### config.mk
export PLATFORM = sky130hd
export DESIGN_NAME = paddle_reader
export DESIGN_NICKNAME = d
export VERILOG_FILES = /design/src/rtl/paddle_reader_pkg.sv /design/src/rtl/paddle_reader_tick_prescaler.sv /design/src/rtl/paddle_reader.sv
export SDC_FILE = /design/constraint.sdc
export NUM_CORES = 1
export LEC_CHECK = 0
export CAP_MARGIN = 40
export CORE_MARGIN = 5
export CORE_UTILIZATION = 63
export DETAILED_ROUTE_END_ITERATION = 8
export PLACE_DENSITY_LB_ADDON = 0.1
export SETUP_SLACK_MARGIN = 0.15
export SYNTH_ARGS = -nofsm -noshare
export SYNTH_HDL_FRONTEND = slang
export SYNTH_SLANG_ARGS = --single-unit
### constraint.sdc
create_clock -name clk -period 3.9 [get_ports clk]
set_input_delay 0.78 -clock clk [delete_from_list [all_inputs] [get_ports clk]]
set_output_delay 0.78 -clock clk [all_outputs]
set_load 0.005 [all_outputs]
### src/rtl/paddle_reader_pkg.sv
// Shared paddle definitions: FSM state encoding and paddle bounds common to the
// game logic and paddle_reader.
package paddle_reader_pkg;

  typedef enum logic [1:0] {
    IDLE      = 2'd0,
    DISCHARGE = 2'd1,
    MEASURE   = 2'd2,
    DONE      = 2'd3
  } state_t;

  localparam int unsigned PADDLE_WIDTH    = 31;
  localparam int unsigned POS_MIN_DEFAULT = 0;
  localparam int unsigned POS_MAX_DEFAULT = 256 - PADDLE_WIDTH;

endpackage

### src/rtl/paddle_reader_tick_prescaler.sv
// tick_prescaler: divides clk by TICK_DIV into a one-cycle tick strobe;
// clr restarts the division so the first tick lands TICK_DIV cycles later.
module tick_prescaler #(
  parameter int unsigned TICK_DIV = 64
) (
  input  logic clk,
  input  logic reset,
  input  logic clr,
  output logic tick
);

  localparam int unsigned W = (TICK_DIV > 1) ? $clog2(TICK_DIV) : 1;

  logic [W-1:0] cnt;

  assign tick = (cnt == W'(TICK_DIV - 1));

  always_ff @(posedge clk or posedge reset) begin
    if (reset)      cnt <= '0;
    else if (clr)   cnt <= '0;
    else if (tick)  cnt <= '0;
    else            cnt <= cnt + 1'b1;
  end

endmodule

### src/rtl/paddle_reader.sv
// paddle_reader: times the paddle RC recharge once per frame and commits a
// clamped 9-bit paddle position at vsync rise. Optional: PADDLE_FILTER_EN.
module paddle_reader
  import paddle_reader_pkg::*;
#(
  parameter int unsigned TICK_DIV        = 64,
  parameter int unsigned DISCHARGE_TICKS = 16,
  parameter int unsigned COUNT_OFFSET    = 0,
  parameter int unsigned POS_MIN         = POS_MIN_DEFAULT,
  parameter int unsigned POS_MAX         = POS_MAX_DEFAULT
) (
  input  logic       clk,
  input  logic       reset,
  input  logic       vsync,
  input  logic       pdl_n,
  output logic       pdl_discharge,
  output logic [8:0] paddle_pos,
  output logic       pos_valid,
  output logic       timeout
);

  localparam int unsigned DW      = (DISCHARGE_TICKS > 1) ? $clog2(DISCHARGE_TICKS) : 1;
  localparam logic [8:0]  POS_MID = 9'((POS_MIN + POS_MAX) / 2);

  state_t        state, state_n;
  logic          pdl_meta, pdl_s, vsync_d, frame_start, tick, tick_clr;
  logic          commit, abort, tmo_p, tmo_p_n;
  logic [8:0]    count, count_n, sample, sample_n, d, pos_next;
  logic [DW-1:0] dtick, dtick_n;
  int            d_int;

  assign frame_start = vsync & ~vsync_d;

  tick_prescaler #(.TICK_DIV(TICK_DIV)) u_prescaler (
    .clk   (clk),
    .reset (reset),
    .clr   (tick_clr),
    .tick  (tick)
  );

  always_comb begin
    state_n  = state;
    count_n  = count;
    sample_n = sample;
    tmo_p_n  = tmo_p;
    dtick_n  = dtick;
    tick_clr = 1'b0;
    commit   = 1'b0;
    abort    = 1'b0;
    unique case (state)
      IDLE: ;
      DISCHARGE: begin
        abort = frame_start;
        if (tick) begin
          if (dtick == DW'(DISCHARGE_TICKS - 1)) begin
            dtick_n = '0;
            count_n = '0;
            state_n = MEASURE;
          end else begin
            dtick_n = dtick + 1'b1;
          end
        end
      end
      MEASURE: begin
        abort = frame_start;
        if (tick) begin
          count_n = (count == '1) ? count : count + 1'b1;
          if (!pdl_s) begin
            sample_n = count_n;
            tmo_p_n  = 1'b0;
            state_n  = DONE;
          end else if (count_n == '1) begin
            sample_n = '1;
            tmo_p_n  = 1'b1;
            state_n  = DONE;
          end
        end
      end
      DONE: commit = frame_start;
    endcase
    // Every vsync rise (re)starts a discharge regardless of state; this also
    // covers the abort path and the DONE -> DISCHARGE commit path.
    if (frame_start) begin
      state_n  = DISCHARGE;
      dtick_n  = '0;
      tick_clr = 1'b1;
    end
  end

  always_comb begin
    d_int = int'(sample) - int'(COUNT_OFFSET);
    if (d_int < int'(POS_MIN))      d_int = int'(POS_MIN);
    else if (d_int > int'(POS_MAX)) d_int = int'(POS_MAX);
    d = 9'(d_int);
`ifdef PADDLE_FILTER_EN
    pos_next = 9'((11'(paddle_pos) * 11'd3 + 11'(d)) >> 2);
`else
    pos_next = d;
`endif
  end

  always_ff @(posedge clk or posedge reset) begin
    if (reset) begin
      state         <= IDLE;
      pdl_meta      <= 1'b1;
      pdl_s         <= 1'b1;
      vsync_d       <= 1'b0;
      count         <= '0;
      sample        <= '0;
      tmo_p         <= 1'b0;
      dtick         <= '0;
      pdl_discharge <= 1'b0;
      paddle_pos    <= POS_MID;
      pos_valid     <= 1'b0;
      timeout       <= 1'b0;
    end else begin
      state         <= state_n;
      pdl_meta      <= pdl_n;
      pdl_s         <= pdl_meta;
      vsync_d       <= vsync;
      count         <= count_n;
      sample        <= sample_n;
      tmo_p         <= tmo_p_n;
      dtick         <= dtick_n;
      pdl_discharge <= (state_n == DISCHARGE);
      pos_valid     <= commit;
      if (commit) begin
        paddle_pos <= pos_next;
        timeout    <= tmo_p;
      end else if (abort) begin
        timeout    <= 1'b1;
      end
    end
  end

endmodule

# Yosys cells after proc, flatten, opt, wreduce, memory -nomap -nowiden
# Index checks and enable logic that the tools add are counted.
[totals] regBits=46 input_bits=4 out_inout_bits=12 elab_cells=69
[classes] n_addsub=3 magnitude_cmp=2 n_eq_ne=12 n_mux=29 n_bitwise=2 reduce_logical=8
[op_table] operator="9-bit two-way mux" count=8
[op_table] operator="9-bit == test (second input constant)" count=2
[op_table] operator="9-bit one-hot mux with 2 select lines" count=1
[op_table] operator="4-bit two-way mux" count=4
[op_table] operator="2-bit two-way mux" count=6
[op_table] operator="6-bit two-way mux" count=2
[op_table] operator="9-bit by 1-bit adder with 9-bit output (second input constant)" count=1
[op_table] operator="9-bit by 8-bit > comparator with 1-bit output (second input constant)" count=1
[op_table] operator="9-bit by 1-bit < comparator with 1-bit output (second input constant)" count=1
[op_table] operator="2-bit nonzero test" count=4
[op_table] operator="1-bit two-way mux" count=7
[op_table] operator="6-bit by 1-bit adder with 6-bit output (second input constant)" count=1
[op_table] operator="6-bit == test (second input constant)" count=1
[op_table] operator="2-bit inequality test (second input constant)" count=3
[op_table] operator="4-bit by 1-bit adder with 4-bit output (second input constant)" count=1
[op_table] operator="2-bit by 1-bit == test with 1-bit output (second input constant)" count=2
[op_table] operator="2-bit == test (second input constant)" count=2
[op_table] operator="4-bit == test (second input constant)" count=1
[op_table] operator="2-bit one-hot mux with 2 select lines" count=1
[op_table] operator="4-bit AND reduction" count=1
[op_table] operator="3-bit AND reduction" count=1
[op_table] operator="2-bit by 1-bit inequality test with 1-bit output (second input constant)" count=1
[op_table] operator="2-bit AND reduction" count=1
[op_table] operator="2-bit OR reduction" count=1
[op_table] operator="other kinds (2)" count=2

# Logic depth before layout (Yosys ltp)
# Gate-level depths: netlist (run 1).
[depth] ltp_word=9 ltp_mapped=8 mapped_depth_nobuf=7

# By module
# Synthesis (run 1) repeated with hierarchy kept, for this count alone.
[hier_totals] hier_cells=240 hier_area_um2=2339.7
[by_module_without_submodules] module="paddle_reader" instances=1 cells_per_inst=214 area_per_inst_um2=2070.7 seq_area_each_um2=1007.2
[by_module_without_submodules] module="tick_prescaler" instances=1 cells_per_inst=26 area_per_inst_um2=269.0 seq_area_each_um2=150.1

# Least setup slack after synthesis (run 1)
# Ideal clock, no wire load.
[synth_timing] kind="register to register" startpoint="register count[1]" endpoint="register sample[8]" setup_time_ns=0.081 t_arrival_ns=1.679 required_ns=3.819 path_slack_ns=2.139 stages_incl_launch_ff=8 path_buffers=1 synth_period_minus_slack_ns=1.761 path_cell_list="dfrtp_1 -> ha_1 -> and4_1 -> buf_2 -> a32oi_1 -> nor2_1 -> nand4_4 -> o211ai_2"
[synth_via] elab_chain_len=5 word_cells_on_any_way=7 classes_between="1 x add/sub; 3 x eq/ne; 2 x mux; 1 x reduce/logical"
[synth_lines] element="from (decl)" line="paddle_reader.sv:28" rtl="logic [8:0] count, count_n, sample, sample_n, d, pos_next;"
[synth_lines] element="from (signal assigned)" line="paddle_reader.sv:121" rtl="count <= count_n;"
[synth_lines] element="9-bit by 1-bit adder with 9-bit output / 9-bit == test (equally long branches)" line="paddle_reader.sv:67" rtl="count_n = (count == '1) ? count : count + 1'b1;"
[synth_lines] element="9-bit two-way mux *" line="paddle_reader.sv:67"
[synth_lines] element="9-bit == test" line="paddle_reader.sv:72" rtl="end else if (count_n == '1) begin"
[synth_lines] element="2-bit by 1-bit inequality test with 1-bit output (no line)"
[synth_lines] element="3-bit AND reduction (no line)"
[synth_lines] element="to (signal assigned)" line="paddle_reader.sv:122" rtl="sample <= sample_n;"
[synth_lines] element="to (decl)" line="paddle_reader.sv:28"
# Every way passes the cells marked *; elsewhere a longest branch is shown, timed or not.
# A chain may end at the register's enable or synchronous reset.

# Worst setup path in the final report (run 1)
[layout_timing] startpoint="input port vsync" endpoint="register paddle_pos[3]"
[layout_via] elab_chain_len=2
[layout_lines] element="from (decl)" line="paddle_reader.sv:14" rtl="input logic vsync,"
[layout_lines] element="1-bit AND" line="paddle_reader.sv:32" rtl="assign frame_start = vsync & ~vsync_d;"
[layout_lines] element="1-bit two-way mux" line="paddle_reader.sv:50" rtl="unique case (state)"
[layout_lines] element="to (signal assigned)" line="paddle_reader.sv:128" rtl="paddle_pos <= pos_next;"
[layout_lines] element="to (decl)" line="paddle_reader.sv:17" rtl="output logic [8:0] paddle_pos,"
# No other way between the ends.

==> results of run 1 <==
-- how the worst min path moves through the flow --
stage	depth (start not counted)	startpoint	to	slack [ns]
floorplan	0	pdl_meta	pdl_s	0.35
global placement	0	pdl_meta	pdl_s	0.35
detailed placement	0	pdl_meta	pdl_s	0.35
CTS	0	pdl_meta	pdl_s	0.36
global route	0	pdl_meta	pdl_s	0.37
finish	0	pdl_meta	pdl_s	0.35
-- report_power, final --
group	switching [mW]	internal, mW
registers	0.0261	0.503
logic	0.0666	0.0529
clock network	0.155	0.124
total	0.248	0.680
-- critical path: cells and delay by family --
kind / cells / cell delay (ns)
compound gates: 1 / 0.20
buf+inv: 2 / 0.66
simple gates: 3 / 0.89
-- flip-flops by register name (all words and copies together), names as in the netlist --
register         cells
tmo_p                1
pos_valid            1
pdl_discharge        1
timeout              1
dtick                4
u_prescaler.cnt      6
sample               9
paddle_pos           9
count                9
state                2
pdl_meta             1
pdl_s                1
vsync_d              1
-- through the flow --
| step | utilization (%) | instance area (um2) |
|---|---|---|
| final | 72.2 | 2620 |
| after global placement | 69.4 | 2520 |
| after CTS | 72.2 | 2620 |
| after global routing | 72.2 | 2620 |
| after floorplan | - | 2350 |
| after detailed placement | 69.9 | 2540 |
-- metal layers --
layer | vias up | global-route usage [%]
li1 | 896 | -
met1 | 873 | 25.2
met2 | 43 | 30.3
met3 | 8 | 3.98
met4 | 0 | 5.01
met5 | - | 0
-- cells by family (layout without fill, tap and decap cells) --
| family | after synthesis | after routing | share of synthesized area [%] |
|---|---|---|---|
| AOI/OAI and AO/OA | 55 | 55 | 17.0 |
| and+or+nand+nor | 103 | 103 | 22.7 |
| DFF | 46 | 46 | 49.2 |
| xor gates and xnor gates | 9 | 9 | 3.35 |
| adders and majority gates | 7 | 7 | 3.73 |
| muxes | 1 | 1 | 0.426 |
| buffers and inverters | 19 | 34 | 3.51 |
-- layout by cell type (no fill, tap or decap), types with 3 or more instances in the layout --
master	n
clkdlybuf4s50_1	15
xor2_1	4
dfrtp_1	41
inv_1	7
ha_1	7
and4_1	4
a21oi_1	13
xnor2_1	5
nor3_1	4
or3_1	3
o211ai_2	6
clkbuf_8	5
a311oi_1	3
nand3_1	10
and3_1	5
nand4_1	7
o21ai_0	13
nand2_1	34
a22o_1	6
dfstp_2	5
nor2_1	24
-- cell type report --
type / count / area [um2]
flip-flops and latches: 46 / 1160
multi-input cells: 175 / 1110
fillers: 287 / 1010
repair buffers: 17 / 178
clock buffers: 6 / 72.6
well taps: 48 / 60.1
inverters: 9 / 33.8
clock inverters: 2 / 10.0
==> out/metrics.cfg, run 1 <==
[finish]
stdcell_count=303
area_delta_synth_final_pct=11.5
nNetsFinal=265
layout-drive-gt1-share_pct=11.0
diodes=0

[detailed_routing]
drc_errors=0
vias=1820
met3_length_um=207
routed_wl_um=4340
top_layer_used=met4
drtIter0Drc=142
drtPass1Iterations=4
ant_nets=0
wl_met1_um=1990
wl_per_cell_um=14.3
dr_wl_met2_um=2090
vias_per_cell=6.01

[sta]
setup_slack_ns=1.60
slew_violations=0
rsz0062_at_grt=false
layout_min_cycle_time_ns=2.30
maxSlewHeadroom_pct=42.6
hold_violations=0
setup_violations=0
fin_hold_ws_ns=0.352
setup_tns_ns=0
fin_crit_sh_pct=58.9
fin_skew_ns=0.0123
worst_slew_pin_slew_ns=0.859
fmax_ghz=0.435

[placement]
hpwl_um=3210
dp_cells=295
portBuffers=15
routabilityCongestion=0.821
post-place-ws_ns=1.29

[grt]
grt-ovfl-total=0
grt_pass1_vias=1762
antenna_found_initial=0
grt_start_max_net_pins=35
grt_usage_pct=18.6
grt_pass1_wl_um=7690

[synth]
synth_seq_cells=46
syn_nets=251
syn_area_um2=2350
ys_async_sr_fraction_pct=100
synth_ff_type=dfrtp_1
yosysMostFrequentCell=dfrtp_1
syn_avg_cell_area_um2=9.80
synth_common_cells=dfrtp_1, nand2_1, nor2_1, a21oi_1, o21ai_0
ys_top_cells_by_area=dfrtp_1, dfstp_2, nand2_1
yosysWarningCount=0
netlist.area_leader.share_pct=43.6
synth_edf_count=0
synthCells=240
synth_area_leader_cell=dfrtp_1
ys_seq_area_share_pct=49.2
yosysUniqueCellTypes=47

[critical_path]
r2r-start=count[0]
crit_path_top_delay_cell=nor3_1
path_class=in2reg
timing.rr.end=sample[4]
cp_max_fo=14
end_kind=register
startpoint=vsync
start_kind=input port
critPathArrivalTime_ns=2.53
path_cells=clkdlybuf4s50_1, nor2b_1, buf_4, nand2_1, nor3_1, a22o_1
reg2reg_setup_slack_ns=1.66
cp-endpoint=paddle_pos[3]
cp_slowest_stage_delay_ns=0.50
critPathRequiredTime_ns=4.13
ff2ff_path_depth=6

[hold_path]
hold_class=reg2reg

[floorplan]
fp.dieArea_um2=5050
initial_utilization_pct=64.7
num_rows=22
coreArea_um2=3630
die_y_um=71.1
die_w_um=71.1
num_io_pins=16

[cts]
clkTransAtPathRegs_ns=0.08
insertion_delay_ns=0.30
cts_tree=built
cts.repair.resized=0
cts.sinks=46
hold_buffers=0
clock_path_buffers=2
cts_htree_levels=2
cts_buffers=5
cts_setup_buffers=0
cts-root-buf=clkbuf_8

[flow_run]
drv_cap=0

[pwr]
ir_drop_mv=0.280
fin_total_pwr_uw=928
leakagePower_nw=1.15
power_per_cell_area_nw_per_um2=354

[outcome]
status=finished clean

No activity file was read; power rests on OpenSTA's default activity.
==> inputs of run 2 (changes only) <==
- CORE_UTILIZATION: 63 -> 52
- clock period: 3.9 -> 1.95 ns (I/O delays scaled with it)
==> out/metrics.cfg, run 2 (synthesized netlist as in run 1, its figures left out) <==
[outcome]
status=finished clean

[detailed_routing]
drtIter0Drc=135  ; -4.9%
drc_errors=0  ; unchanged
wl_per_cell_um=15.3  ; +6.7%
ant_nets=0  ; unchanged
vias=1974  ; +8.5%
drtPass1Iterations=4  ; unchanged
vias_per_cell=5.77  ; -3.9%
routed_wl_um=5230  ; +20%

[grt]
grt_pass1_vias=1848  ; +4.9%
grt_pass1_wl_um=8740  ; +14%
grt-ovfl-total=0  ; unchanged
grt_start_max_net_pins=28  ; -20%
antenna_found_initial=0  ; unchanged
grt_usage_pct=17.9  ; -0.71 points

[finish]
area_delta_synth_final_pct=29.4
mostFrequentLayoutCells=dfrtp_1, buf_4, nand2_1, nor2_1, clkdlybuf4s50_1
diodes=0  ; unchanged
nNetsFinal=300  ; +13%
stdcell_count=342  ; +13%
top_regs=count: 9 flops, paddle_pos: 9 flops, sample: 9 flops
fillers=368  ; +28%
multiInputGateArea_um2=1220  ; +9.7%
layout-drive-gt1-share_pct=27.6  ; +17 points
regArea_um2=1160  ; +0.11%
layout_commonest_cell=dfrtp_1

[hold_path]
holdPathStages=0  ; unchanged
hold_class=reg2reg

[sta]
fin_skew_ns=0.0135  ; +0.00120 ns
fmax_ghz=0.555
worst_slew_pin_slew_ns=0.336  ; -0.522 ns
maxSlewHeadroom_pct=77.4  ; +35 points
fin_crit_sh_pct=92.4
slew_violations=0  ; unchanged
setup_tns_ns=0  ; unchanged
hold_violations=0  ; unchanged
layout_min_cycle_time_ns=1.80
setup_violations=0  ; unchanged
rsz0062_at_grt=true

[critical_path]
end_kind=register
start_kind=register
crit_path_top_delay_cell=dfrtp_1
cp-endpoint=state[0]
path_class=reg2reg
timing.rr.end=state[0]
cp_max_fo=4  ; -10
reg2reg_setup_slack_ns=0.15  ; -1.51 ns
startpoint=u_prescaler.cnt[1]
r2r-start=u_prescaler.cnt[1]
ff2ff_path_depth=8  ; +2
critPathArrivalTime_ns=2.05  ; -0.48 ns
crit_path_frequent_cell=buf_6
critPathRequiredTime_ns=2.20  ; -1.93 ns
path_cells=ha_4, nand3_2, or3_4, nor3b_4, buf_6, buf_6, nand4b_1, nand2_1
cp_slowest_stage_delay_ns=0.40  ; -0.10 ns

[floorplan]
fp.dieArea_um2=5970  ; +18%
initial_utilization_pct=53.6  ; -11 points
num_io_pins=16  ; unchanged
die_y_um=77.2  ; +8.7%
coreArea_um2=4380  ; +21%
die_w_um=77.2  ; +8.7%
num_rows=24  ; +9.1%

[pwr]
seqPwrFrac_pct=47.1  ; -9.9 points
ir_drop_mv=0.451  ; +61%
swShare_pct=25.0  ; -1.7 points
clkPwrFrac_pct=38.0  ; +7.9 points
power_per_cell_area_nw_per_um2=738  ; +110%
p_comb_share_pct=15.0  ; +2.1 points
leakagePower_nw=1.36  ; +18%
p_int_mw=1.68  ; +150%
p_sw_uw=562  ; +130%

[cts]
cts.sinks=46  ; unchanged
cts_buffers=5  ; unchanged
cts_htree_levels=2  ; unchanged
cts_tree=built
clkTransAtPathRegs_ns=0.09  ; about the same
insertion_delay_ns=0.31  ; about the same
clock_path_buffers=2  ; unchanged
cts-root-buf=clkbuf_8
hold_buffers=0  ; unchanged

[placement]
dp_cells=321  ; +8.8%
hpwl_um=3460  ; +7.9%
routabilityCongestion=0.844  ; +2.9%
portBuffers=15  ; unchanged

[flow_run]
drv_cap=0  ; unchanged

## run 2: cell types whose count changed in the layout (fill, tap and decap cells not counted), sizes merged
cell    delta
buf       +34
bufinv     +2
clkbuf     -1
clkinv     -1
nand4      +1
## run 2: critical path, delay by kind of cell, from the launching register on
kind / cells / cell delay (ns)
adders and majority gates: 1 / 0.17
buffers and inverters: 2 / 0.25
DFF: 1 / 0.40
and+or+nand+nor: 5 / 0.93
## run 2: how the worst min path moves through the flow
stage          startpoint     to  slack [ns]
2_1_floorplan    pdl_meta  pdl_s        0.35
3_3_place_gp     pdl_meta  pdl_s        0.35
3_5_place_dp     pdl_meta  pdl_s        0.35
4_1_cts          pdl_meta  pdl_s        0.36
5_1_grt          pdl_meta  pdl_s        0.37
6_report         pdl_meta  pdl_s        0.36
## run 2: metal layers
layer	global-route usage [%]	up-vias	wire [um]
li1	-	963	-
met1	23.0	950	2370
met2	28.7	48	2480
met3	4.22	13	241
met4	7.39	0	136
met5	0	-	0
## run 2: power groups by stage
stage          combinational (mW)  sequential [mW]  clock, mW
6_report                    0.336             1.06      0.852
3_5_place_dp                0.260             1.07          0
5_1_grt                     0.374             1.06      0.909
2_1_floorplan               0.170             1.06          0
4_1_cts                     0.302             1.05      0.866
3_3_place_gp                0.258             1.06          0
## run 2: metrics by stage
stage | power (mW) | hold slack, ns | instance area, um2 | utilization [%] | setup WS [ns]
6_report | 2.24 | 0.360 | 3040 | 69.4 | 0.149
5_1_grt | 2.35 | 0.365 | 3040 | 69.4 | 0.0864
4_1_cts | 2.22 | 0.360 | 2930 | 66.8 | 0.157
3_5_place_dp | 1.33 | 0.347 | 2700 | 61.5 | 0.0443
3_3_place_gp | 1.32 | 0.346 | 2700 | 61.5 | 0.141
2_1_floorplan | 1.23 | 0.345 | 2350 | - | 0.189
## run 2: what timing repair did
action,in CTS,in global routing
endpoints found under the setup margin,14,21
gates resized for setup,10,16
cloned,1,0
pin swaps,6,10
setup buffers,5,7
## run 2: area by class of cell
class | count | area share (%)
tap | 52 | 2.14
inverter | 9 | 1.11
multi-input combinational | 176 | 40.1
clock inverter | 3 | 2.26
clock buffer | 5 | 2.26
sequential | 46 | 38.1
timing repair buffer | 51 | 14.1
==> edit 1, RTL diff (settings of run 2) <==
The parameter `DISCHARGE_TICKS` goes from 16 to 32.
--- a/src/rtl/paddle_reader.sv
+++ b/src/rtl/paddle_reader.sv
@@ -4,7 +4,7 @@
   import paddle_reader_pkg::*;
 #(
   parameter int unsigned TICK_DIV        = 64,
-  parameter int unsigned DISCHARGE_TICKS = 16,
+  parameter int unsigned DISCHARGE_TICKS = 32,
   parameter int unsigned COUNT_OFFSET    = 0,
   parameter int unsigned POS_MIN         = POS_MIN_DEFAULT,
   parameter int unsigned POS_MAX         = POS_MAX_DEFAULT
Formal check against the unedited RTL: same outputs for any inputs over 10 cycles, from zero or initial values and one cycle with reset high; that may be too few to reach the edited logic, so the function may still have changed.
==> edit 1 against run 2 <==
  * Sequential cell count grew 1
  * Worst setup slack lost 0.0014 ns
  * Highest routed layer unchanged
  * Final cell count shrank 1.8%
  * Sequential share of layout area grew 1.6 points
  * Non-clock buffer count shrank 7
  * Clock power shrank 33%
  * Design area shrank 1.7%
  * Critical path type unchanged
  * Critical path depth shrank 2
  * Area after synthesis grew 2.4%
  * Fmax is essentially flat
  * Routed wire length grew 1.7%
  * Total power shrank 11%
==> edit 1: results (changes against run 2) <==
| Metric | Value |
|---|---|
| Multiplexer share of the synthesized area | 0.468% (was 0.426%) |
| Global-route wire length before repair | 9030 µm (was 8740 µm) |
| FF-to-FF path depth | 6 (was 8) |
| Post-synthesis xor/xnor area fraction | 2.55% (was 3.35%) |
| Routed length per instance | 15.8 µm (was 15.3 µm) |
| CTS buffer count | 5 (unchanged) |
| Sequential fraction of the synthesis area | 49.1% (was 49.2%) |
| Peak supply drop | 0.000572 V (was 0.000451 V) |
| Synth Area in Compound Gates | 19.5% (was 17.0%) |
| DP HPWL | 3530 µm (was 3460 µm) |
| Hold Path Depth | 0 (unchanged) |
| Largest net degree at the start of global routing | 48 (was 28) |
| Syn_nets | 257 (was 251) |
| Fill cells | 357 (was 368) |
| Area share of the largest cell type after synthesis | 43.7% (was 43.6%) |
| Layout cells sized above 1 | 26.4% (was 27.6%) |
| Post-synth top cells | dfrtp_1 (42), nor2_1 (21), nand2_1 (19) (was dfrtp_1 (41), nand2_1 (34), nor2_1 (24)) |
| Initial antenna violation count | 0 (unchanged) |
| GR Util All Layers | 18.3% (was 17.9%) |
| Clock Skews | 0.00644 ns (was 0.0135 ns) |
| GP Congestion | 0.799 (was 0.844) |
| 1st-iter DRT viols | 126 (was 135) |
| Cells after synthesis | 245 (was 240) |
| LEAKAGE | 1.24 nW (was 1.36 nW) |
| Post-synth cell types | 50 (was 47) |
| Crit Path Max Fanout | 5 (was 4) |
| Placed cells | 314 (was 321) |
| Vias in the first global route | 1,910 (was 1,848) |
| Post-Route WL | 5310 µm (was 5230 µm) |
| Main area contributors after synthesis | dfrtp_1 (44%), dfstp_2 (5.5%), ha_1 (4.2%), a21oi_1 (3.7%), o21ai_0 (3.5%) (was dfrtp_1 (44%), dfstp_2 (5.6%), nand2_1 (5.4%), nor2_1 (3.8%), ha_1 (3.7%)) |
| Slew HR | 67.4% (was 77.4%) |
| Synth Area in Adders | 4.16% (was 3.73%) |
| Status | finished clean (unchanged) |
| Via count | 1,950 (was 1,974) |
[edit 1: changes by cell type in the layout (fill, tap and decap cells not counted), sizes merged, moves of 5 or more]
cell,change
o211ai,-6
a21oi,+5
inv,+5
and2,+5
buf,-7
nand2,-15
nand4,-6
[edit 1: area by class of cell]
class                           instances  area, µm²  share of cell area [%]
Tap cell                               52       65.1                    2.18
Inverter                               14       52.6                    1.76
Multi-Input combinational cell        171       1220                    40.7
Sequential cell                        47       1190                    39.7
Clock buffer                            7       76.3                    2.55
Clock inverter                          1       5.00                   0.167
Timing Repair Buffer                   44        388                    13.0
[edit 1: what timing repair did]
action | 4_1_cts | 5_1_grt
endpoints found under the setup margin | 15 | 19
buffers inserted | 7 | 7
pin swaps | 6 | 8
gates resized for setup | 2 | 17
[edit 1: report_power, final]
| group | internal (mW) | total (mW) | leakage, nW | switching, mW |
|---|---|---|---|---|
| Sequential | 1.04 | 1.08 | 0.615 | 0.0487 |
| Clock | 0.252 | 0.570 | 0.0422 | 0.318 |
| Combinational | 0.172 | 0.340 | 0.585 | 0.168 |
| Total | 1.46 | 1.99 | 1.24 | 0.535 |
[edit 1: worst paths after layout]
check / startpoint / end / slack [ns]
max: count[0] / pdl_discharge / 0.15
min: pdl_meta / pdl_s / 0.36
max reg2reg: count[0] / pdl_discharge / 0.15
min reg2reg: pdl_meta / pdl_s / 0.36
max in group asynchronous: reset / paddle_pos[6] / 1.23
min in group asynchronous: reset / sample[4] / 0.44
[edit 1: kinds of logic after synthesis]
family                     after synthesis
AOI/OAI and AO/OA                       66
muxes                                    1
buffers and inverters                   27
xor gates and xnor gates                 7
adders and majority gates                8
DFF                                     47
and+or+nand+nor                         89
[edit 1: stage by stage]
stage | area, µm² | utilization [%] | worst slack [ns]
CTS | 2870 | 65.1 | 0.111
detailed placement | 2730 | 61.8 | 0.0699
floorplan | 2460 | - | 0.0828
finish | 2990 | 67.7 | 0.147
global route | 2990 | 67.7 | 0.0354
global placement | 2730 | 61.8 | 0.103
[edit 1: critical path: stages, from the launching register on]
cell and delay [ns]:
dfrtp_2 0.43, ha_4 0.18, and4_4 0.16, a2111oi_4 0.34, o2111ai_4 0.18, o211ai_1 0.29
o31a_1 0.17
[edit 1: layer usage]
metal / track usage, % / vias to the layer above / part of all wire (%)
met5: 0 / - / 0
met4: 8.28 / 0 / 1.8
met3: 4.58 / 10 / 4.9
met2: 27.2 / 60 / 46
met1: 25.3 / 922 / 48
li1: - / 958 / -
==> edit 2, RTL diff (flow settings as in run 2) <==
Without the edit above. The 4 states of `state_t` get a Gray code encoding in 2 bits.
--- a/src/rtl/paddle_reader_pkg.sv
+++ b/src/rtl/paddle_reader_pkg.sv
@@ -3,10 +3,10 @@
 package paddle_reader_pkg;
 
   typedef enum logic [1:0] {
-    IDLE      = 2'd0,
-    DISCHARGE = 2'd1,
-    MEASURE   = 2'd2,
-    DONE      = 2'd3
+    IDLE      = 2'b00,
+    DISCHARGE = 2'b01,
+    MEASURE   = 2'b11,
+    DONE      = 2'b10
   } state_t;
 
   localparam int unsigned PADDLE_WIDTH    = 31;
Check against the original RTL: same outputs for any inputs over 10 cycles, from zero or initial values and one cycle with reset high; not proved beyond that.
==> edit 2 against run 2 <==
  * Routed wire length decreased by 5.9%
  * Worst hold slack better by 0.0011 ns
  * Synthesized cell count fell by 13%
  * Area after synthesis decreased by 8.2%
  * Utilization rose by 2.9 points
  * Design area shrank 4.9%
  * Worst setup slack worse by 0.21 ns
  * Sequential cell count unchanged
  * Largest cell class is now sequential cells
  * Sequential share of layout area up 1.9 points
  * Via count fell by 13%
  * The flow now finishes with violations (setup timing)
  * Die area decreased by 7.2%
  * Critical path type unchanged
Power is not compared: it rests on default switching activity, and its combinational part moved more than twofold at a synthesized area within 25%.
==> edit 2: results (changes against run 2) <==
| Metric | Value |
|---|---|
| Crit Reg-Reg Startpoint | count[1] (was u_prescaler.cnt[1]) |
| Post-Layout Cell Count | 309 (was 342) |
| DP HPWL | 3410 µm (was 3460 µm) |
| Largest net degree at the start of global routing | 47 (was 28) |
| Routed length per instance | 15.9 µm (was 15.3 µm) |
| Max clock buf depth | 2 (unchanged) |
| Crit path capture | sample[4] (was state[0]) |
| Status | finished with violations (was finished clean) |
| Clock Skews | 0.00884 ns (was 0.0135 ns) |
| Final nets | 265 (was 300) |
| Post-synth top cells | dfrtp_1 (41), nor2_1 (30), nand2_1 (19) (was dfrtp_1 (41), nand2_1 (34), nor2_1 (24)) |
| I/O Buffers | 15 (unchanged) |
| Final setup margin | -0.0597 ns (was 0.149 ns) |
| Clock Tree Root | clkbuf_8 (unchanged) |
| GP Congestion | 0.907 (was 0.844) |
| Slew HR | 70.1% (was 77.4%) |
| Cts hold-fix bufs | 0 (unchanged) |
| Switching Share | 22.5% |
| Largest regs | count x9, paddle_pos x9, sample x9 (unchanged) |
| Vias in the first global route | 1,697 (was 1,848) |
| Pre-CTS WS | -0.0848 ns (was 0.0443 ns) |
| Fill cells | 271 (was 368) |
| Dpl cell area | 2570 µm² (was 2700 µm²) |
| Peak supply drop | 0.000427 V |
| GR Util All Layers | 19.2% (was 17.9%) |
| Critical path arrival | 2.26 ns (was 2.05 ns) |
| Vias per std cell | 5.59 (was 5.77) |
| Worst setup path class | flop to flop (unchanged) |
| Top_reg_cell synth | dfrtp_1 (unchanged) |
| Hold Path Depth | 0 (unchanged) |
| Failing checks | setup timing |
| CTS buffer count | 5 (unchanged) |
| H-tree levels | 2 (unchanged) |
| Crit Path Max Fanout | 9 (was 4) |
| Ys async rst share | 100% (unchanged) |
| FF-to-FF path depth | 7 (was 8) |
| Main area contributors after synthesis | dfrtp_1 (48%), dfstp_2 (6.1%), nor2_1 (5.2%), nand2_1 (3.3%), nand3_1 (2.6%) (was dfrtp_1 (44%), dfstp_2 (5.6%), nand2_1 (5.4%), nor2_1 (3.8%), ha_1 (3.7%)) |
| Drt pass-1 iters | 4 (unchanged) |
| Antenna cells | 0 (unchanged) |
| Cells after synthesis | 210 (was 240) |
| Sequential fraction of the synthesis area | 53.6% (was 49.2%) |
| 1st-iter DRT viols | 130 (was 135) |
| Min-Delay Path Class | flop to flop (unchanged) |
| Yosys warning count | 0 (unchanged) |
| CTS clock-pin slew for the worst setup and hold paths | 0.08 ns |
| Initial antenna violation count | 0 (unchanged) |
| Syn_nets | 217 (was 251) |
| Skew-Pair Late Insertion Delay | 0.30 ns |
| LEAKAGE | around 1.3 nW |
| Placed cells | 296 (was 321) |
| Post-synth cell types | 46 (was 47) |
| Global-route wire length before repair | 8050 µm (was 8740 µm) |
| Endpoints failing setup | 9 (was 0) |
| Layout cells sized above 1 | 32.0% (was 27.6%) |
edit 2: layout make-up:
cell class / count / area, µm² / share of cell area (%)
multi-input combinational: 147 / 1070 / 36.9
clock inverter: 2 / 37.5 / 1.30
inverter: 9 / 33.8 / 1.17
sequential: 46 / 1160 / 40.0
timing repair buffer: 49 / 463 / 16.0
clock buffer: 6 / 72.6 / 2.51
tap: 50 / 62.6 / 2.16
edit 2: power groups by stage:
stage          registers, mW  logic [mW]  clock network [mW]
6_report                1.02       0.115               0.707
4_1_cts                 1.02       0.113               0.717
3_3_place_gp            1.04       0.103                   0
5_1_grt                 1.03       0.134               0.774
3_5_place_dp            1.04       0.107                   0
2_1_floorplan           1.03      0.0717                   0
edit 2: worst max-delay path, stage by stage, from the launching register on:
cell,delay [ns]
dfrtp_1,0.39
ha_2,0.21
and2_4,0.16
o22a_1,0.19
or4_4,0.45
a211oi_4,0.24
buf_6,0.17
o22a_2,0.13
edit 2: what timing repair did:
action / in CTS / in global routing
pin swaps: 0 / 9
gates resized for setup: 14 / 23
setup buffers: 1 / 3
gates cloned: 0 / 1
endpoints found under the hold margin: 0 / 0
setup endpoints to repair: 18 / 19
edit 2: worst min path at each step:
stage                         from  endpoint  slack [ns]
after global routing      pdl_meta     pdl_s        0.37
after floorplan           pdl_meta     pdl_s        0.35
after CTS                 pdl_meta     pdl_s        0.36
after global placement    pdl_meta     pdl_s        0.35
after detailed placement  pdl_meta     pdl_s        0.35
final                     pdl_meta     pdl_s        0.36
edit 2: cells by family (layout without fill, tap and decap cells):
| logic type | after synthesis | in the layout | share of synthesized area (%) |
|---|---|---|---|
| AO/OA/AOI/OAI | 45 | 45 | 15.6 |
| XOR/XNOR | 8 | 8 | 3.25 |
| adder cells (fa/ha/maj) | 3 | 3 | 1.74 |
| buffers and inverters | 17 | 66 | 4.06 |
| flip-flops | 46 | 46 | 53.6 |
| multiplexers | 4 | 4 | 1.91 |
| AND/OR/NAND/NOR | 87 | 87 | 19.8 |
edit 2: layer usage:
| layer | wire length [µm] | GRT usage, % | vias to the layer above |
|---|---|---|---|
| li1 | - | - | 841 |
| met1 | 2160 | 25.1 | 832 |
| met2 | 2460 | 31.8 | 49 |
| met3 | 221 | 4.05 | 5 |
| met4 | 72 | 6.52 | 0 |
| met5 | 0 | 0 | - |
edit 2: through the flow:
step | utilization, % | setup TNS (ns)
6_report | 72.3 | -0.503
2_1_floorplan | - | -0.628
3_3_place_gp | 64.2 | 0
4_1_cts | 68.5 | -0.587
3_5_place_dp | 64.2 | -0.590
5_1_grt | 72.3 | -1.10
